$ cat src/rtl/barrel_shift_pkg.sv
// Shared types and the round-robin pick helper for the barrel shifter arbiter.
// Supports up to MAX_REQ requesters; NUM_REQ must be a power of two.
package barrel_shift_pkg;

  typedef enum logic {
    SHIFT_LEFT  = 1'b0,
    SHIFT_RIGHT = 1'b1
  } shift_dir_t;

  typedef enum logic {
    EMPTY = 1'b0,
    FULL  = 1'b1
  } arb_state_t;

  localparam int MAX_REQ = 64;
  localparam int IDX_W   = 6;

  typedef struct packed {
    logic             found;
    logic [IDX_W-1:0] idx;
  } rr_pick_t;

  // First set bit of valid at or after ptr, wrapping over num_req entries.
  function automatic rr_pick_t rr_pick(input logic [MAX_REQ-1:0] valid,
                                       input int ptr,
                                       input int num_req);
    rr_pick_t r;
    int       k;
    r = '0;
    for (int i = 0; i < MAX_REQ; i++) begin
      k = (ptr + i) & (num_req - 1);
      if (i < num_req && !r.found && valid[k]) begin
        r.found = 1'b1;
        r.idx   = IDX_W'(k);
      end
    end
    return r;
  endfunction

endpackage

$ cat src/rtl/multi_function_barrel_shifter.sv
// Combinational logarithmic rotator: one stage per amount bit, rotating by 2^s.
module multi_function_barrel_shifter
  import barrel_shift_pkg::*;
#(
  parameter int N = 8
) (
  input  logic [N-1:0]         data,
  input  logic [$clog2(N)-1:0] amount,
  input  shift_dir_t           dir,
  output logic [N-1:0]         result
);

  localparam int AW = $clog2(N);

  logic [N-1:0]   stage;
  logic [2*N-1:0] dbl;

  // Each stage picks a window out of the doubled word, which is a rotation.
  always_comb begin
    stage = data;
    dbl   = '0;
    for (int s = 0; s < AW; s++) begin
      dbl = {stage, stage};
      if (amount[s]) begin
        if (dir == SHIFT_LEFT) stage = dbl[N - (1 << s) +: N];
        else                   stage = dbl[(1 << s) +: N];
      end
    end
    result = stage;
  end

endmodule

$ cat src/rtl/barrel_shifter_arbiter.sv
// Round-robin arbiter sharing one rotator between NUM_REQ requesters,
// with a single-entry tagged result register.
module barrel_shifter_arbiter
  import barrel_shift_pkg::*;
#(
  parameter int N       = 8,
  parameter int NUM_REQ = 4
) (
  input  logic                           clk,
  input  logic                           rst,
  input  logic [NUM_REQ-1:0]             req_valid_i,
  output logic [NUM_REQ-1:0]             req_ready_o,
  input  logic [NUM_REQ*N-1:0]           req_data_i,
  input  logic [NUM_REQ*$clog2(N)-1:0]   req_amount_i,
  input  logic [NUM_REQ-1:0]             req_dir_i,
  output logic                           res_valid_o,
  input  logic                           res_ready_i,
  output logic [N-1:0]                   res_data_o,
  output logic [$clog2(NUM_REQ)-1:0]     res_id_o
);

  localparam int AW = $clog2(N);
  localparam int IW = $clog2(NUM_REQ);

  arb_state_t    state, next_state;
  logic [IW-1:0] rr_ptr;
  logic [IW-1:0] grant;
  rr_pick_t      pick;
  logic          can_accept;
  logic          accept;
  logic          unused_idx_bits;
  logic [N-1:0]  sel_data;
  logic [AW-1:0] sel_amount;
  shift_dir_t    sel_dir;
  logic [N-1:0]  shift_result;

  assign pick            = rr_pick(MAX_REQ'(req_valid_i), int'(rr_ptr), NUM_REQ);
  assign grant           = pick.idx[IW-1:0];
  assign unused_idx_bits = ^pick.idx;
  assign can_accept      = (state == EMPTY) || res_ready_i;

  assign sel_data   = req_data_i[grant*N +: N];
  assign sel_amount = req_amount_i[grant*AW +: AW];
  assign sel_dir    = shift_dir_t'(req_dir_i[grant]);

  multi_function_barrel_shifter #(.N(N)) u_shifter (
    .data   (sel_data),
    .amount (sel_amount),
    .dir    (sel_dir),
    .result (shift_result)
  );

  always_ff @(posedge clk or posedge rst) begin
    if (rst) state <= EMPTY;
    else     state <= next_state;
  end

  // A consume with a simultaneous accept keeps the register FULL.
  always_comb begin
    next_state = state;
    case (state)
      EMPTY:   if (accept) next_state = FULL;
      FULL:    if (!accept && res_ready_i) next_state = EMPTY;
      default: next_state = EMPTY;
    endcase
  end

  always_comb begin
    req_ready_o = '0;
    accept      = 1'b0;
    if (!rst && can_accept && pick.found) begin
      req_ready_o[grant] = 1'b1;
      accept             = 1'b1;
    end
  end

  assign res_valid_o = (state == FULL);

  always_ff @(posedge clk or posedge rst) begin
    if (rst) begin
      res_data_o <= '0;
      res_id_o   <= '0;
      rr_ptr     <= '0;
    end else if (accept) begin
      res_data_o <= shift_result;
      res_id_o   <= grant;
      rr_ptr     <= grant + 1'b1;
    end
  end

endmodule
$ cat config.mk
export PLATFORM = sky130hd
export DESIGN_NAME = barrel_shifter_arbiter
export DESIGN_NICKNAME = d
export VERILOG_FILES = /design/src/rtl/barrel_shift_pkg.sv /design/src/rtl/multi_function_barrel_shifter.sv /design/src/rtl/barrel_shifter_arbiter.sv
export SDC_FILE = /design/constraint.sdc
export NUM_CORES = 1
export LEC_CHECK = 0
export CAP_MARGIN = 20
export CELL_PAD_IN_SITES_DETAIL_PLACEMENT = 2
export CELL_PAD_IN_SITES_GLOBAL_PLACEMENT = 2
export CORE_UTILIZATION = 25
export CTS_CLUSTER_DIAMETER = 150
export DETAILED_ROUTE_END_ITERATION = 8
export GPL_ROUTABILITY_DRIVEN = 1
export GPL_TIMING_DRIVEN = 0
export PLACE_DENSITY = 0.92
export SLEW_MARGIN = 30
export SYNTH_ARGS = -nofsm -noshare
export SYNTH_HDL_FRONTEND = slang
export SYNTH_SLANG_ARGS = --single-unit
$ cat constraint.sdc
create_clock -name clk -period 5.9 [get_ports clk]
set_clock_uncertainty 0.05 [all_clocks]
set_input_delay 0.59 -clock clk [delete_from_list [all_inputs] [get_ports clk]]
set_output_delay 0.59 -clock clk [all_outputs]
set_load 0.005 [all_outputs]
==> results of run 1 <==
==> how the worst max path moves through the flow <==
stage / from / to / cells past startpoint
after floorplan: req_valid_i[2] / res_data_o[7] / 10
after global placement: req_valid_i[1] / req_ready_o[0] / 10
after detailed placement: req_valid_i[1] / req_ready_o[0] / 10
after CTS: req_valid_i[1] / req_ready_o[0] / 10
after global routing: req_valid_i[1] / req_ready_o[0] / 10
final: req_valid_i[1] / req_ready_o[0] / 10
==> layer usage <==
| metal | track usage, % | up-vias | wire (um) |
|---|---|---|---|
| li1 | - | 831 | - |
| met1 | 22.79 | 827 | 2565 |
| met2 | 39.07 | 48 | 3300 |
| met3 | 2.273 | 10 | 193 |
| met4 | 7.143 | 0 | 150 |
| met5 | 0 | - | 0 |
==> power breakdown <==
| group | internal (uW) | switching [uW] | leakage [uW] | total, uW |
|---|---|---|---|---|
| Combinational | 305 | 365 | 0.000835 | 670 |
| Sequential | 126 | 27.9 | 0.000159 | 154 |
| Clock | 47.7 | 31.9 | 0.0000228 | 79.6 |
==> cells in the mapped netlist (5+ instances only) <==
cell      count  area (sq um)
o21ai_0       9         45.04
nand3_1       7         35.03
mux2_2        6         67.56
mux2i_1      32         320.3
and2_1        5         31.28
a31oi_1       6         37.54
nand2_1      34         127.6
dfrtp_1      13         325.3
nand2b_1      9         56.30
nor2_1        9         33.78
a21oi_1       6         30.03
==> worst register-to-register path, stage by stage (launching register included) <==
cell      delay, ps
dfrtp_1         440
a21o_1          180
a21oi_1         130
o22a_1          210
buf_6           190
buf_6           190
mux2i_1         340
mux2i_1         230
nand2_1         190
nand2_1          70
a221oi_1        400
o221ai_1        180
==> sequential cells by signal (all words and copies together), names as in the netlist <==
| signal | count |
|---|---|
| rr_ptr | 2 |
| res_id_o | 2 |
| res_data_o | 8 |
| res_valid_o | 1 |
==> kinds of logic (layout without fill, tap and decap cells) <==
| family | after synthesis | in the layout | synth area share (%) |
|---|---|---|---|
| simple gates | 67 | 67 | 19.50 |
| compound gates | 47 | 47 | 21.44 |
| mux | 43 | 43 | 29.53 |
| flops | 13 | 13 | 21.04 |
| buf+inv | 13 | 86 | 5.258 |
| fa+ha+maj | 4 | 4 | 3.236 |
==> layout make-up <==
class                      count  area share, %
clock buffer                   4          1.896
tap                           75          3.949
inverter                       5         0.7899
timing repair buffer          69          29.07
multi-input combinational    161          47.97
buffer                         8          2.633
sequential                    13          13.69
==> metrics by stage <==
step / utilization [%] / instance area [sq um] / hold slack [ps]
6_report: 39.90 / 2376 / 470.6
4_1_cts: 39.90 / 2376 / 468.2
3_5_place_dp: 39.14 / 2331 / 419.6
5_1_grt: 39.90 / 2376 / 515.9
2_1_floorplan: - / 1546 / 417.0
3_3_place_gp: 39.14 / 2331 / 416.2
==> results.ini, run 1 <==
[run_status]
status=complete, no violations

[clock_tree]
cts_repair_resize_count=0
cts_htree_levels=1
clk_pin_slew_ps=60
cts_sinks=13
ctsHoldBuffers=0
postCtsSetupRepairBufs=0
cts_buffers=3
cts_buffer_depth=2
clk_latency_ps=240
cts-root-buf=clkbuf_8
tritoncts=done

[worst_setup_path]
r2r_end=res_data_o[2]
r2r-start=rr_ptr[1]
cp_slowest_cell=clkdlybuf4s50_1
arrival_ps=2990
rrSetupSlack_ps=2930
worst_path_largest_cell_delay_ps=530
cp.required_ps=5260
path_cells=clkdlybuf4s50_1 -> nand2b_1 -> a21oi_1 -> a211oi_2 -> buf_6 -> buf_2 -> inv_1 -> ha_1 -> and2_1 -> clkdlybuf4s50_1
rr_worst_depth=11
start_kind=input port
path_class=input port to output port
cp_top_family=buffers and inverters
worst_setup_path_end_kind=output port
cpMostUsedCell=clkdlybuf4s50_1
crit_buf_inv=5
path_max_fanout=11

[floorplanning]
fp.dieW_um=80.65
start_util_pct=25.97
ioPinCount=70
core_sq_um=5956
die_y_um=80.65
rows=28
dieArea_sq_um=6504

[power_and_ir_drop]
power.leakage_uw=0.001017
max-vdd-ir-drop_v=0.0001498
power.total_uw=903.5
p_per_area_nw_per_um2=380.2

[timing]
rsz0062_at_grt=false
tightest_slew_ps=748.7
relSlewSlack_pct=48.66
worst_slack_ps=2266
fmax_mhz=275.2
period_needed_ps=3634
slew_viol_final=0
finalHoldViolations=0
tns_ps=0
setup_violations=0
fin_crit_sh_pct=61.60

[detailed_routing]
via_per_inst=5.122
drtPass1Iterations=3
wl_per_cell_um=18.54
wl_mm=6.210
ant_nets=0
drtIter0Drc=59
drc=0
vias=1716

[place]
pre_cts_ws_ps=2269
dp.cells=331
port_buffers=69
place_congestion=0.8857
hpwlAfterDp_mm=5.078

[final_layout]
synthToLayoutAreaGrowth_pct=53.64
num_antenna_cells=0
final_nets=320
fillCellCount=692
finalNonFillerCells=335
multi_input_area_sq_um=1140
drive_gt1_share_pct=9.231
regArea_sq_um=325.3
final_cell_mix=clkdlybuf4s50_1 (69), nand2_1 (34), mux2i_1 (32), dfrtp_1 (13)
final_common_cell=clkdlybuf4s50_1

[yosys]
synth.distinct_cells=38
synth-edff-count=0
synthArstFlopShare_pct=100.0
synth_flop_cell=dfrtp_1
ys_ff_latch=13
syn-cell-area_sq_um=1546
synth_nets=246
synthCells=187
ys_warn_count=0
synth_area_per_cell_sq_um=8.270
yosysSeqAreaShare_pct=21.04

[global_route]
overflow=0
grt_use_total_pct=20.38
grt_pass1_wl_mm=9.936
grt_max_degree=14
antenna_found_initial=0
grt_pass1_vias=1945

[worst_hold_path]
min_path_type=register to register
hold_start=res_id_o[1]
whs_endpoint=res_id_o[1]
whs_path_depth=2

[flow_run]
cap_violations=0

(Power assumes the default switching activity.)
==> inputs of run 2 (changes only) <==
Settings changed: CORE_UTILIZATION 25 to 23, PLACE_DENSITY 0.92 to 0.86.
Clock period 5.9 ns to 3.73 ns, I/O delays scaled along.
==> run 2 against run 1 <==
  * Largest cell class unchanged
  * Final cell count is 0.60% higher
  * Wire length down 11%
  * Critical path depth unchanged
  * Critical endpoint unchanged
  * Sequential share of layout area barely moved
  * Hold slack worse by 26 ps
  * Cell area rose by 0.11%
  * The run now ends with design-rule violations left
  * Largest power group unchanged
  * Combinational power rose by 54%
  * Flip-flop and latch count stayed put
==> results.ini, run 2 (synthesized netlist as in run 1, its figures left out) <==
[detailed_routing]
route.met2.wl_mm=2.807
met3_length_um=203
wl_mm=5.515
vias=1720
ant_nets=0
wl_met1_mm=2.462
drtPass1Iterations=6
wl_per_cell_um=16.36
routed.top_layer=met4
drc=9
drtIter0Drc=80
via_per_inst=5.104

[run_status]
violations=design-rule violations
status=finished with violations

[timing]
setup_violations=0
tns_ps=0
period_needed_ps=3161
whs_ps=444.2
relSlewSlack_pct=53.75
finalHoldViolations=0
fin_crit_sh_pct=84.76
rsz0062_at_grt=false
tightest_slew_ps=674.4
slew_viol_final=0
fmax_mhz=316.3

[worst_setup_path]
r2r-start=rr_ptr[0]
rrSetupSlack_ps=730
arrival_ps=2740
cp_slowest_cell=clkdlybuf4s50_1
path_max_fanout=11
worst_path_largest_cell_delay_ps=520
path_cells=clkdlybuf4s50_1 -> nand2b_1 -> a21oi_1 -> a211oi_2 -> buf_6 -> buf_2 -> inv_1 -> ha_1 -> and2_1 -> clkdlybuf4s50_1
rr_worst_depth=9
path_class=input port to output port
start_kind=input port
r2r_end=res_data_o[5]
cp.required_ps=3310
cpMostUsedCell=clkdlybuf4s50_1
worst_setup_path_end_kind=output port

[global_route]
grt_pass1_vias=1880
grt_pass1_wl_mm=9.266
grt_max_degree=14
overflow=0
grt_use_total_pct=16.38
antenna_found_initial=0

[clock_tree]
clk_pin_slew_ps=50
ctsHoldBuffers=0
cts_repair_resize_count=0
tritoncts=done
postCtsSetupRepairBufs=0
clk_latency_ps=250
cts_htree_levels=1
cts_buffers=3
cts_buffer_depth=2
cts-root-buf=clkbuf_8
cts_sinks=13

[worst_hold_path]
hold_start=res_data_o[0]
whs_endpoint=res_data_o[0]
whs_path_depth=2
min_path_type=register to register

[final_layout]
final_nets=320
synthToLayoutAreaGrowth_pct=53.80
num_antenna_cells=0
reg_top3=res_data_o x8, res_id_o x2, rr_ptr x2
final_cell_mix=clkdlybuf4s50_1 (69), nand2_1 (34), mux2i_1 (32), dfrtp_1 (13)
top_register=res_data_o
final_common_cell=clkdlybuf4s50_1
largest_reg_flops=8
drive_gt1_share_pct=9.231

[flow_run]
cap_violations=0

[place]
port_buffers=69
hpwlAfterDp_mm=4.494
place_congestion=0.8531

[floorplanning]
die_y_um=84
ioPinCount=70
fp.dieW_um=84
start_util_pct=24.08
rows=29
dieArea_sq_um=7056
core_sq_um=6422

[power_and_ir_drop]
p_int_uw=756.7
pwr-share-seq_pct=17.1
max-vdd-ir-drop_v=0.0002011
power.leakage_uw=0.001017
p_clk_share_pct=9.1
swShare_pct=45.71
pwr-share-comb_pct=73.9
p_per_area_nw_per_um2=585.9
power_switching_uw=637.0

run 2: metal layers:
layer | vias to the layer above | GRT usage (%)
met4 | 0 | 3.292
li1 | 830 | -
met1 | 840 | 20.08
met2 | 45 | 30.70
met5 | - | 0
met3 | 5 | 1.682
run 2: critical path: cells and delay by family:
family          cells  cell delay [ps]
fa+ha+maj           1              200
buf+inv             5             1600
simple gates        2              270
compound gates      2              290
run 2: layout make-up:
type / instances / area (sq um)
buffer: 8 / 62.56
clock buffer: 4 / 45.04
fill: 758 / 4044
inverter: 5 / 18.77
multi-input combinational: 161 / 1140
sequential: 13 / 325.3
tap: 77 / 96.34
timing repair buffer: 69 / 690.7
run 2: per-stage QoR:
stage	cell area, sq um	setup WS, ps	instances	utilization (%)	power [uW]
6_report	2379	568.6	337	37.03	1394
5_1_grt	2379	390.1	337	37.03	1514
4_1_cts	2379	537.3	337	37.03	1410
3_5_place_dp	2333	305.0	333	36.33	1276
3_3_place_gp	2333	423.3	333	36.33	1251
2_1_floorplan	1546	1262	187	-	908.4
run 2: how the worst max path moves through the flow:
stage | start | endpoint
after global routing | req_valid_i[0] | res_data_o[5]
after CTS | req_valid_i[1] | req_ready_o[0]
final | req_valid_i[1] | req_ready_o[0]
after floorplan | rr_ptr[0] | res_data_o[7]
after global placement | req_valid_i[1] | res_data_o[5]
after detailed placement | req_valid_i[0] | res_data_o[5]
run 2: power by group through the flow:
stage               sequential (uW)  combinational, uW  clock [uW]
global placement                239               1010           0
finish                          238               1030         126
CTS                             240               1040         134
global route                    249               1130         138
floorplan                       237                671           0
detailed placement              243               1030           0
==> inputs of run 3 (changes only) <==
Settings changed: CORE_UTILIZATION 23 to 21, PLACE_DENSITY 0.86 to 0.83.
Clock period 3.73 ns to 2.6 ns, I/O delays scaled along.
==> run 3 against run 2 <==
  * Critical path type is now register to register
  * The flow finishes with violations (negative setup slack)
  * Die area increased by 9.3%
  * Wire length increased by 53%
  * Hold slack got worse by 92 ps
  * Setup slack got worse by 810 ps
==> results.ini, run 3 (synthesized netlist as in run 1, its figures left out) <==
[global_route]
grt_use_total_pct=18.67
met1_usage_pct=21.15
grt.busiest_layer=met2
grt_util_met2_pct=36.72
antenna_found_initial=0
grt_pass1_wl_mm=10.94
overflow=0
grt_max_degree=14
grt_pass1_vias=2099
use_met3_pct=2.168

[flow_run]
cap_violations=0

[detailed_routing]
drtPass1Iterations=4
vias=1944
wl_per_cell_um=22.05
drc=0
wl_mm=8.444
via_per_inst=5.076
ant_nets=0
drtIter0Drc=46

[clock_tree]
clk_latency_ps=250
clk_pin_slew_ps=50
cts_buffers=3
cts_sinks=13
cts_htree_levels=1
cts-root-buf=clkbuf_8
tritoncts=done
cts_buffer_depth=2

[place]
port_buffers=69
dp.cells=352
pre_cts_ws_ps=-613.4
place_congestion=0.8686
hpwlAfterDp_mm=4.819

[run_status]
status=finished with violations
violations=negative setup slack

[final_layout]
num_antenna_cells=0
drive_gt1_share_pct=35.89
largest_reg_flops=8
final_cell_mix=clkdlybuf4s50_1 (61), nand2_1 (30), buf_4 (23), mux2i_4 (21), dfrtp_1 (12)
regArea_sq_um=326.6
fillCellCount=739
multi_input_area_sq_um=1587
final_nets=347
synthToLayoutAreaGrowth_pct=102.1
finalNonFillerCells=383
top_register=res_data_o
reg_top3=res_data_o x8, res_id_o x2, rr_ptr x2
final_common_cell=clkdlybuf4s50_1

[power_and_ir_drop]
power.total_uw=3058
pwr-share-seq_pct=11.0
p_clk_share_pct=6.0
p_int_uw=1649
max-vdd-ir-drop_v=0.0003452
swShare_pct=46.07
power_switching_uw=1409
pwr-share-comb_pct=83.0
p_per_area_nw_per_um2=978.5
power.leakage_uw=0.001277

[worst_setup_path]
path_class=register to register
arrival_ps=2900
path_max_fanout=5
worst_setup_path_end_kind=register
start_kind=register
cp.required_ps=2660
rr_worst_depth=11

[floorplanning]
rows=30
core_sq_um=6944
dieArea_sq_um=7711
die_y_um=87.82
fp.dieW_um=87.82
ioPinCount=70
start_util_pct=22.27

[timing]
finalHoldViolations=0
rsz0062_at_grt=true
fin_crit_sh_pct=109.2
slew_viol_final=0
setup_violations=8
relSlewSlack_pct=63.88
worst_slack_ps=-239.0
fmax_mhz=352.2
tightest_slew_ps=539.8
period_needed_ps=2839

[worst_hold_path]
min_path_type=input port to asynchronous set/reset pin

## run 3: changes by cell type in the layout (fill, tap and decap cells not counted), sizes merged
cell / previous run / this run
buf: 6 / 33
clkdlybuf4s50: 69 / 61
clkinv: 0 / 1
dlygate4sd2: 0 / 5
dlymetal6s2s: 0 / 3
inv: 5 / 4
## run 3: power groups by stage
stage / logic [uW] / clock network, uW / registers, uW
floorplan: 963 / 0 / 341
global placement: 1460 / 0 / 342
detailed placement: 1510 / 0 / 346
CTS: 1920 / 187 / 337
global route: 2690 / 195 / 349
finish: 2540 / 182 / 337
## run 3: repair_timing
action	CTS	global route
setup endpoints to repair	12	11
endpoints found under the hold margin	0	0
buffers inserted	13	14
cloned	1	0
pin swaps	9	15
hold buffers	0	0
gates resized for setup	48	65
## run 3: metrics by stage
step | utilization, % | cell area [sq um] | hold slack (ps) | TNS (ps)
detailed placement | 33.95 | 2357 | 439.1 | -5806
global placement | 33.95 | 2357 | 419.5 | -5002
global route | 45.01 | 3126 | 431.2 | -1579
floorplan | - | 1546 | 86.96 | 0
finish | 45.01 | 3126 | 352.1 | -842.4
CTS | 39.10 | 2715 | 352.0 | 0
## run 3: critical path: stages (launching register included)
cell and delay (ps):
dfrtp_2 420, a21o_1 170, a21oi_2 150, o22a_2 220, buf_6 150, buf_4 110, mux2i_2 360, mux2i_4 180
mux2_2 300, a22o_1 270, o21ai_1 200, o211ai_1 120
## run 3: worst paths after layout
check | start | endpoint | slack (ps)
max in group asynchronous | rst | rr_ptr[1] | 1770
min | rst | res_data_o[6] | 350
min reg2reg | res_data_o[2] | res_data_o[2] | 440
max reg2reg | rr_ptr[1] | res_data_o[3] | -240
max | rr_ptr[1] | res_data_o[3] | -240
min in group clk | res_data_o[2] | res_data_o[2] | 440
## run 3: layout make-up
class,instances,area share (%)
multi-input combinational,161,50.76
timing repair buffer,96,29.66
sequential,13,10.45
tap,96,3.843
buffer,8,3.082
clock buffer,4,1.441
inverter,5,0.7606
## run 3: per-layer routing
layer	wire (um)	up-vias
met5	0	-
met4	365	0
met3	297	21
met2	4747	70
met1	3034	964
li1	-	889
